### config.mk
export PLATFORM = sky130hd
export DESIGN_NAME = uart_tx_fifo_baud
export DESIGN_NICKNAME = d
export VERILOG_FILES = /design/src/rtl/uart_pkg.sv /design/src/rtl/uart_baud_gen.sv /design/src/rtl/uart_tx_fifo_baud.sv
export SDC_FILE = /design/constraint.sdc
export NUM_CORES = 1
export LEC_CHECK = 0
export ABC_AREA = 1
export BUFFER_PORTS_ARGS = -buffer_cell sky130_fd_sc_hd__buf_2
export CAP_MARGIN = 20
export CORE_MARGIN = 2
export CORE_UTILIZATION = 46
export DETAILED_ROUTE_END_ITERATION = 16
export RECOVER_POWER = 25
export SETUP_SLACK_MARGIN = 0.05
export SYNTH_ARGS = -nofsm -noshare
export SYNTH_HDL_FRONTEND = slang
export SYNTH_HIERARCHICAL = 1
export SYNTH_SLANG_ARGS = --single-unit
### constraint.sdc
create_clock -name uart_clk -period 8.58 [get_ports uart_clk]
set_input_delay 0.429 -clock uart_clk [delete_from_list [all_inputs] [get_ports uart_clk]]
set_output_delay 0.429 -clock uart_clk [all_outputs]
set_load 0.005 [all_outputs]
### src/rtl/uart_pkg.sv
`default_nettype none
// ============================================================================
// uart_pkg : shared types and helpers for the UART transmitter
// Rev 1.0
// ============================================================================
package uart_pkg;

  localparam int C_MAX_DWIDTH = 9;

  typedef enum logic [1:0] {
    PAR_NONE  = 2'b00,
    PAR_ODD   = 2'b01,
    PAR_EVEN  = 2'b10,
    PAR_NONE2 = 2'b11
  } parity_e;

  typedef enum logic [2:0] {
    ST_IDLE   = 3'd0,
    ST_START  = 3'd1,
    ST_DATA   = 3'd2,
    ST_MARK   = 3'd3,
    ST_PARITY = 3'd4,
    ST_STOP   = 3'd5
  } tx_state_e;

  // Parity is taken over data bits only; unused upper bits must be zero.
  function automatic logic par_bit(input logic [C_MAX_DWIDTH-1:0] data, input parity_e mode);
    case (mode)
      PAR_ODD:  par_bit = ~^data;
      PAR_EVEN: par_bit = ^data;
      default:  par_bit = 1'b0;
    endcase
  endfunction

  function automatic logic par_en(input parity_e mode);
    return (mode == PAR_ODD) || (mode == PAR_EVEN);
  endfunction

endpackage
`default_nettype wire

### src/rtl/uart_baud_gen.sv
`default_nettype none
// ============================================================================
// uart_baud_gen : down-counter producing one bit_tick every max(div,1) clocks
// Rev 1.0
// ============================================================================
module uart_baud_gen #(
  parameter int DIVW = 16
) (
  input  logic            clk,
  input  logic            rst_n,
  input  logic            clear,
  input  logic [DIVW-1:0] div,
  output logic            bit_tick
);

  logic [DIVW-1:0] cnt_q, cnt_d, reload;

  // Reload with div-1 so the tick lands on the last clock of each bit.
  always_comb begin
    reload = (div == '0) ? '0 : div - DIVW'(1);
    cnt_d  = cnt_q - DIVW'(1);
    if (clear || (cnt_q == '0)) cnt_d = reload;
  end

  always_ff @(posedge clk or negedge rst_n) begin
    if (!rst_n) cnt_q <= '0;
    else        cnt_q <= cnt_d;
  end

  assign bit_tick = (cnt_q == '0);

endmodule
`default_nettype wire

### src/rtl/uart_tx_fifo_baud.sv
`default_nettype none
// ============================================================================
// uart_tx_fifo_baud : AXI4-Stream fed UART transmitter with FIFO, baud divider,
// runtime parity, 1/2 stop bits and optional mark bit.
// Rev 1.0
// ============================================================================
module uart_tx_fifo_baud
  import uart_pkg::*;
#(
  parameter int  DWIDTH    = 8,
  parameter int  DEPTH     = 4,
  parameter int  DIVW      = 16,
  parameter int  TLAST_BIT = 0,
  localparam int LW        = $clog2(DEPTH) + 1
) (
  input  logic              uart_clk,
  input  logic              uart_rst_n,
  input  logic [DWIDTH-1:0] s_axis_tdata,
  input  logic              s_axis_tvalid,
  input  logic              s_axis_tlast,
  output logic              s_axis_tready,
  input  logic [DIVW-1:0]   cfg_baud_div,
  input  logic [1:0]        cfg_parity,
  input  logic              cfg_stop2,
  output logic              uart_txd,
  output logic              uart_busy,
  output logic              tx_done,
  output logic [LW-1:0]     tx_level
);

  localparam int AW  = $clog2(DEPTH);
  localparam int FW  = DWIDTH + 1;
  localparam int BCW = 4;

  logic [FW-1:0]     mem_q [DEPTH];
  logic [AW-1:0]     wr_ptr_q, wr_ptr_d, rd_ptr_q, rd_ptr_d;
  logic [LW-1:0]     level_q, level_d;
  logic              push, pop, load, fifo_empty;
  logic [DWIDTH-1:0] head_data;
  logic              head_last;
  logic [C_MAX_DWIDTH-1:0] head_ext;
  parity_e           par_mode;

  tx_state_e         state_q, state_d;
  logic [DWIDTH-1:0] shreg_q, shreg_d;
  logic [BCW-1:0]    bit_cnt_q, bit_cnt_d;
  logic [DIVW-1:0]   div_q, div_d;
  logic              mark_q, mark_d, par_val_q, par_val_d, par_en_q, par_en_d;
  logic              stop2_q, stop2_d, txd_q, txd_d, done_q, done_d;
  logic              bit_tick;

  assign fifo_empty    = (level_q == '0);
  assign s_axis_tready = (level_q != LW'(DEPTH));
  assign push          = s_axis_tvalid && s_axis_tready;
  assign head_data     = mem_q[rd_ptr_q][DWIDTH-1:0];
  assign head_last     = mem_q[rd_ptr_q][DWIDTH];
  assign par_mode      = parity_e'(cfg_parity);

  always_comb begin
    wr_ptr_d = wr_ptr_q;
    rd_ptr_d = rd_ptr_q;
    level_d  = level_q;
    if (push) wr_ptr_d = wr_ptr_q + AW'(1);
    if (pop)  rd_ptr_d = rd_ptr_q + AW'(1);
    case ({push, pop})
      2'b10:   level_d = level_q + LW'(1);
      2'b01:   level_d = level_q - LW'(1);
      default: level_d = level_q;
    endcase
  end

  always_ff @(posedge uart_clk) begin
    if (push) mem_q[wr_ptr_q] <= {s_axis_tlast, s_axis_tdata};
  end

  // The divider restarts on every frame load so the start bit is full length.
  uart_baud_gen #(.DIVW(DIVW)) u_baud (
    .clk      (uart_clk),
    .rst_n    (uart_rst_n),
    .clear    (load),
    .div      (load ? cfg_baud_div : div_q),
    .bit_tick (bit_tick)
  );

  always_comb begin
    head_ext             = '0;
    head_ext[DWIDTH-1:0] = head_data;
    state_d   = state_q;
    shreg_d   = shreg_q;
    bit_cnt_d = bit_cnt_q;
    div_d     = div_q;
    mark_d    = mark_q;
    par_val_d = par_val_q;
    par_en_d  = par_en_q;
    stop2_d   = stop2_q;
    done_d    = 1'b0;
    load      = 1'b0;
    pop       = 1'b0;
    case (state_q)
      ST_IDLE:  load = !fifo_empty;
      ST_START: if (bit_tick) begin
        state_d   = ST_DATA;
        bit_cnt_d = '0;
      end
      ST_DATA: if (bit_tick) begin
        shreg_d   = shreg_q >> 1;
        bit_cnt_d = bit_cnt_q + BCW'(1);
        if (bit_cnt_q == BCW'(DWIDTH - 1)) begin
          bit_cnt_d = '0;
          if (TLAST_BIT != 0) state_d = ST_MARK;
          else if (par_en_q)  state_d = ST_PARITY;
          else                state_d = ST_STOP;
        end
      end
      ST_MARK:   if (bit_tick) state_d = par_en_q ? ST_PARITY : ST_STOP;
      ST_PARITY: if (bit_tick) state_d = ST_STOP;
      ST_STOP: if (bit_tick) begin
        if (stop2_q && (bit_cnt_q == '0)) begin
          bit_cnt_d = BCW'(1);
        end else begin
          done_d = 1'b1;
          if (!fifo_empty) load = 1'b1;
          else             state_d = ST_IDLE;
        end
      end
      default: state_d = ST_IDLE;
    endcase

    if (load) begin
      state_d   = ST_START;
      pop       = 1'b1;
      shreg_d   = head_data;
      mark_d    = head_last;
      div_d     = cfg_baud_div;
      par_en_d  = par_en(par_mode);
      par_val_d = par_bit(head_ext, par_mode);
      stop2_d   = cfg_stop2;
    end

    // Line level is a function of the next state so txd stays a plain flop.
    case (state_d)
      ST_START:  txd_d = 1'b0;
      ST_DATA:   txd_d = shreg_d[0];
      ST_MARK:   txd_d = mark_d;
      ST_PARITY: txd_d = par_val_d;
      default:   txd_d = 1'b1;
    endcase
  end

  always_ff @(posedge uart_clk or negedge uart_rst_n) begin
    if (!uart_rst_n) begin
      wr_ptr_q  <= '0;
      rd_ptr_q  <= '0;
      level_q   <= '0;
      state_q   <= ST_IDLE;
      shreg_q   <= '0;
      bit_cnt_q <= '0;
      div_q     <= '0;
      mark_q    <= 1'b0;
      par_val_q <= 1'b0;
      par_en_q  <= 1'b0;
      stop2_q   <= 1'b0;
      txd_q     <= 1'b1;
      done_q    <= 1'b0;
    end else begin
      wr_ptr_q  <= wr_ptr_d;
      rd_ptr_q  <= rd_ptr_d;
      level_q   <= level_d;
      state_q   <= state_d;
      shreg_q   <= shreg_d;
      bit_cnt_q <= bit_cnt_d;
      div_q     <= div_d;
      mark_q    <= mark_d;
      par_val_q <= par_val_d;
      par_en_q  <= par_en_d;
      stop2_q   <= stop2_d;
      txd_q     <= txd_d;
      done_q    <= done_d;
    end
  end

  assign uart_txd  = txd_q;
  assign tx_done   = done_q;
  assign tx_level  = level_q;
  assign uart_busy = (state_q != ST_IDLE) || !fifo_empty;

endmodule
`default_nettype wire
==> results.cfg, run 1 <==
[outcome]
status = complete, but fails checks
violations = capacitance limit, slew limit

[setup_path]
cp_data_required_time_ns = 8.81
rrSetupSlack_ns = 4.35
rr_worst_depth = 18
critical_path_class = reg -> reg
worstReg2RegEnd = u_baud/cnt_q[10]
worstReg2RegStart = u_baud/cnt_q[0]
crit_fanout = 32
crit_arrival_ns = 4.45
cp-start-kind = flop
crit_path_end_kind = flop

[clock_network]
cts_tree = done
clk_pin_slew_worst_paths_ns = 0.07
cts_setup_buffers = 0
ctsLongestPathBuffers = 2
numCtsBuffers = 9
cts.sink_count = 96
htreeDepth = 3
cts_root_buf = clkbuf_16
insertion_delay_ns = 0.34
cts_resized = 0
hold_buffers = 0

[flow_run]
maxCapViolations = 1

[sta]
worst_pin_slew_ns = 3.21
skew_ns = 0.00839
finalSetupTns_ns = 0
rsz0062_at_grt = no
slew_viol_final = 61
hold_viol = 0
fmax_mhz = 237
relSlewSlack_pct = -114
finalSetupViolCount = 0
min_period_ns = 4.23
fin_crit_sh_pct = 49.3

[final_layout]
drive_gt1_share_pct = 10.4
syn_to_final_growth_pct = 10.5
fin_cells = 861
layout_common_cells = 286 x nand2_1, 67 x inv_1, 59 x dfrtp_1
final_common_cell = nand2_1
nets = 757
diodes = 0
fillers = 1123
post-route-util_pct = 51.7

[hold_path]
holdPathEnd = stop2_q
holdPathStages = 3
hp-class = in -> reg
hp-start = cfg_stop2

[yosys]
synth_enable_flop_cells = 36
syn_area_per_cell_um2 = 7.87
syn-num-nets = 720
syn-cell-area_mm2 = 0.00532
synth.distinct_cells = 40
netlist_instances = 676
synthFlopType = dfrtp_1
synth_seq_area_share_pct = 48.6
synth.ff_latch_count = 96
synth.yosys.warnings = 6
ys_async_sr_fraction_pct = 62.5

[global_routing]
gr-usage-all-layers_pct = 19.0
antenna_found_initial = 0
grt_pass1_vias = 3985
grt_pass1_wl_um = 18900
grt_overflow = 0
grt_start_max_net_pins = 61

[placement]
place_inst = 845
io_buffers = 37
hpwl_um = 8430
gp_congestion = 0.814

[power_and_ir_drop]
power_density_mw_per_mm2 = 332
ir_drop_mv = 0.165
leakagePower_nw = 2.83

[floorplan]
pin_count = 38
chipHeight_um = 112
rows = 39
die_x_um = 112
core-area_mm2 = 0.0114
initial_utilization_pct = 46.8
die-area_mm2 = 0.0124

[routing]
via_per_inst = 4.93
drc = 0
postRouteAntennaNets = 0
wl_um = 11200
vias = 4247
wl_per_cell_um = 13.0
drt_iter0_markers = 222
first_pass_iters = 4
## worst max path at each step
stage	start	end	slack, ns
2_1_floorplan	u_baud/cnt_q[0]	u_baud/cnt_q[12]	5.53
3_3_place_gp	u_baud/cnt_q[7]	u_baud/cnt_q[12]	4.48
3_5_place_dp	u_baud/cnt_q[0]	u_baud/cnt_q[10]	4.29
4_1_cts	u_baud/cnt_q[0]	u_baud/cnt_q[10]	4.28
5_1_grt	u_baud/cnt_q[0]	u_baud/cnt_q[12]	3.96
6_report	u_baud/cnt_q[0]	u_baud/cnt_q[10]	4.35
## kinds of logic (layout without fill, tap and decap cells)
| group | after synthesis | in the layout | share of synthesized area [%] |
|---|---|---|---|
| and+or+nand+nor | 424 | 424 | 33.7 |
| DFF | 96 | 96 | 48.6 |
| buffers and inverters | 85 | 127 | 6.94 |
| AOI/OAI and AO/OA | 44 | 44 | 5.22 |
| xor gates and xnor gates | 14 | 14 | 2.31 |
| adders and majority gates | 13 | 13 | 3.20 |
## critical path, cell delays in order, from the launching register on
cell and delay [ns]:
dfrtp_1 0.38, inv_1 0.13, ha_1 0.18, nand3_1 0.09
nor4_1 0.83, nand3_2 0.19, a21oi_4 0.63, inv_2 0.43
nand2_1 0.15, nand2_1 0.09, inv_1 0.10, ha_1 0.18
inv_1 0.09, nor2_4 0.17, nand3b_1 0.14, nand2_4 0.15
inv_4 0.07, nand2_1 0.06, nand2_1 0.05
## registers in the layout, indices dropped and copies added, names as in the netlist, 2 cells and up
name          count
div_q            16
bit_cnt_q         4
mem_q            36
rd_ptr_q          2
state_q           3
wr_ptr_q          2
tx_level          3
u_baud/cnt_q     16
shreg_q           8
## Yosys cell counts (3+ instances only)
master | n | area [µm²]
ha_1 | 12 | 150
nand2_1 | 286 | 1070
a21oi_1 | 8 | 40.0
inv_2 | 4 | 15.0
buf_6 | 4 | 45.0
o22ai_1 | 4 | 25.0
o21ai_0 | 10 | 50.1
buf_2 | 6 | 30.0
nand2_2 | 3 | 18.8
nand4_1 | 4 | 25.0
o221ai_1 | 3 | 26.3
nor2_2 | 10 | 62.6
nor2_1 | 51 | 191
dfrtp_1 | 59 | 1480
xnor2_1 | 4 | 35.0
o211ai_1 | 3 | 22.5
edfxtp_1 | 36 | 1080
xor2_1 | 10 | 87.6
inv_1 | 67 | 251
o21ai_1 | 8 | 40.0
nor2_4 | 6 | 67.6
nand3_1 | 50 | 250
nand3b_1 | 5 | 37.5
## metrics by stage
step | total power, mW | setup slack [ns] | instance area [µm²] | hold WS (ns)
floorplan | 1.37 | 5.53 | 5320 | 0.133
CTS | 1.97 | 4.28 | 5890 | 0.267
finish | 1.95 | 4.35 | 5870 | 0.321
global placement | 1.56 | 4.48 | 5600 | 0.461
global route | 2.13 | 3.96 | 5870 | 0.314
detailed placement | 1.57 | 4.29 | 5600 | 0.469
## power breakdown
part,total [mW],switching (mW),leakage [nW],internal [mW]
clock network,0.395,0.163,0.144,0.232
logic,0.806,0.537,1.64,0.269
registers,0.747,0.105,1.05,0.642
total,1.95,0.805,2.83,1.14
## layer usage
metal	global-route usage, %	vias up	part of all wire (%)
met3	2.61	16	3.2
met4	8.56	0	2.5
met1	24.7	1938	46
li1	-	2208	-
met2	32.0	85	49
met5	0	-	0
## cell type report
cell class / count / area, µm² / share of cell area [%]
Clock buffer: 12 / 246 / 4.20
Multi-Input combinational cell: 495 / 2360 / 40.3
Sequential cell: 96 / 2580 / 44.0
Clock inverter: 4 / 43.8 / 0.745
Tap cell: 143 / 179 / 3.05
Timing Repair Buffer: 38 / 178 / 3.02
Inverter: 73 / 279 / 4.75
Power figures use the tool's default switching activity.
==> run 2, diff against run 1 <==
==> constraint.sdc (replaced) <==
create_clock -name uart_clk -period 4 [get_ports uart_clk]
set_input_delay 0.2 -clock uart_clk [delete_from_list [all_inputs] [get_ports uart_clk]]
set_output_delay 0.2 -clock uart_clk [all_outputs]
set_load 0.005 [all_outputs]
==> run 2 against run 1 <==
The flow still finishes with violations (capacitance limit, slew limit). Die area is the same. Largest power group unchanged. Clock power grew 130%. Non-clock buffer count grew 4. Count of clock-buffer cells in the layout grew 2. Flip-flop and latch count is the same. Combinational power grew 120%. Maximum frequency grew 30%. Final cell count grew 0.46%. Setup slack lost 3.6 ns. Critical path depth grew 1. First-iteration DRC count grew 39%. Final area grew 1.2%.
==> results.cfg, run 2 (synthesis results as in run 1) <==
[clock_network]
insertion_delay_ns = 0.35
htreeDepth = 3
hold_buffers = 1
numCtsBuffers = 9
cts.sink_count = 96
clk_pin_slew_worst_paths_ns = 0.07
ctsLongestPathBuffers = 2
cts_resized = 0
cts_root_buf = clkbuf_16
cts_setup_buffers = 0
cts_tree = done

[final_layout]
top_regs = mem_q x36, div_q x16, u_baud/cnt_q x16
largest_reg_flops = 36
syn_to_final_growth_pct = 11.7
post-route-util_pct = 52.3
regArea_mm2 = 0.00258
nets = 761
drive_gt1_share_pct = 11.2
multiInputGateArea_mm2 = 0.00236
layout_common_cells = 286 x nand2_1, 67 x inv_1, 59 x dfrtp_1
fillers = 1100
largest-register = mem_q
diodes = 0
final_common_cell = nand2_1

[routing]
drt_iter0_markers = 309
first_pass_iters = 6
drc = 0
wl_per_cell_um = 12.9
postRouteAntennaNets = 0
vias = 4268
via_per_inst = 4.93
wl_um = 11100

[setup_path]
rrSetupSlack_ns = 0.74
cp_data_required_time_ns = 4.28
critical_path.most_common_cell = nand2_1
cp-start-kind = flop
crit_arrival_ns = 3.53
critical_path_class = reg -> reg
crit_chain = inv_1 > ha_1 > nand3_1 > nor4_1 > buf_4 > nand3_2 > a21oi_4 > inv_2 > nand2_1 > nand2_1 > inv_1 > ha_1 > inv_1 > or2_2 > nor2_1 > nand3_1 > nand2_1 > nand2_1 > nand2_1
crit_fanout = 32
crit_path_end_kind = flop
slowest_delay_ns = 0.40
slowest_stage = nor4_1

[sta]
rsz0062_at_grt = no
skew_ns = 0.0107
min_period_ns = 3.26
relSlewSlack_pct = -39.4
finalSetupTns_ns = 0
slew_viol_final = 40
worst_pin_slew_ns = 2.09
finalSetupViolCount = 0
hold_viol = 0
fin_crit_sh_pct = 81.4
fmax_mhz = 307

[global_routing]
grt_start_max_net_pins = 40
grt_pass1_wl_um = 19100
gr-usage-all-layers_pct = 19.1
antenna_found_initial = 0
grt_pass1_vias = 4005
grt_overflow = 0

[power_and_ir_drop]
leakagePower_nw = 2.86
ir_drop_mv = 0.360
power_density_mw_per_mm2 = 717

[outcome]
violations = capacitance limit, slew limit
status = complete, but fails checks

[floorplan]
initial_utilization_pct = 46.8
chipHeight_um = 112
die_x_um = 112
rows = 39
core-area_mm2 = 0.0114
die-area_mm2 = 0.0124
pin_count = 38

[hold_path]
hp-class = in -> reg

[placement]
hpwl_um = 8340
gp_congestion = 0.823
io_buffers = 37

[flow_run]
maxCapViolations = 1
==> run 2: changes by cell type in the layout (fill, tap and decap cells not counted), sizes merged <==
cell | previous run | this run
buf | 28 | 31
clkbuf | 22 | 24
clkinv | 3 | 1
dlygate4sd3 | 0 | 1
==> run 2: through the flow <==
stage                     setup slack, ns  hold slack [ns]  power (mW)  cell area, µm²  std cells
after detailed placement            0.777            0.368        3.37            5620        848
after CTS                           0.741           0.0589        4.29            5950        865
after global placement              0.868            0.369        3.35            5620        848
after global routing                0.366           0.0880        4.65            5940        865
final                               0.743           0.0638        4.26            5940        865
after floorplan                     0.948          -0.0956        2.95            5320        676
==> run 2: per-layer routing <==
layer  routed length [µm]  track usage [%]  vias to the layer above
li1                     -                -                     2221
met1                 5010             24.6                     1958
met2                 5500             32.6                       73
met3                  376             2.83                       16
met4                  240             7.57                        0
met5                    0                0                        -
==> run 2: layout make-up <==
| class | count | area share (%) |
|---|---|---|
| tap | 143 | 3.01 |
| multi-input combinational | 495 | 39.8 |
| inverter | 73 | 4.70 |
| clock buffer | 14 | 4.84 |
| sequential | 96 | 43.5 |
| timing repair buffer | 42 | 3.58 |
| clock inverter | 2 | 0.590 |
==> run 2: worst max-delay path: cells and delay by family (launching register included) <==
| family | cells | cell delay (ns) |
|---|---|---|
| AO/OA/AOI/OAI | 1 | 0.14 |
| buffers and inverters | 5 | 0.76 |
| flip-flops | 1 | 0.38 |
| adder cells (fa/ha/maj) | 2 | 0.36 |
| AND/OR/NAND/NOR | 11 | 1.52 |
==> run 2: power breakdown <==
part | internal, mW | total (mW) | leakage, nW | switching, mW
registers | 1.38 | 1.58 | 1.05 | 0.202
clock network | 0.559 | 0.905 | 0.162 | 0.346
logic | 0.585 | 1.77 | 1.66 | 1.19
total | 2.52 | 4.26 | 2.86 | 1.74
==> run 2: path summary, 6_finish.rpt <==
check                      cells past startpoint                to       startpoint
max                                           19  u_baud/cnt_q[12]  u_baud/cnt_q[0]
min in group asynchronous                      2      bit_cnt_q[0]       uart_rst_n
min                                            3           stop2_q        cfg_stop2
min reg2reg                                    2        shreg_q[3]       shreg_q[3]
max reg2reg                                   19  u_baud/cnt_q[12]  u_baud/cnt_q[0]
max in group asynchronous                      3       rd_ptr_q[0]       uart_rst_n
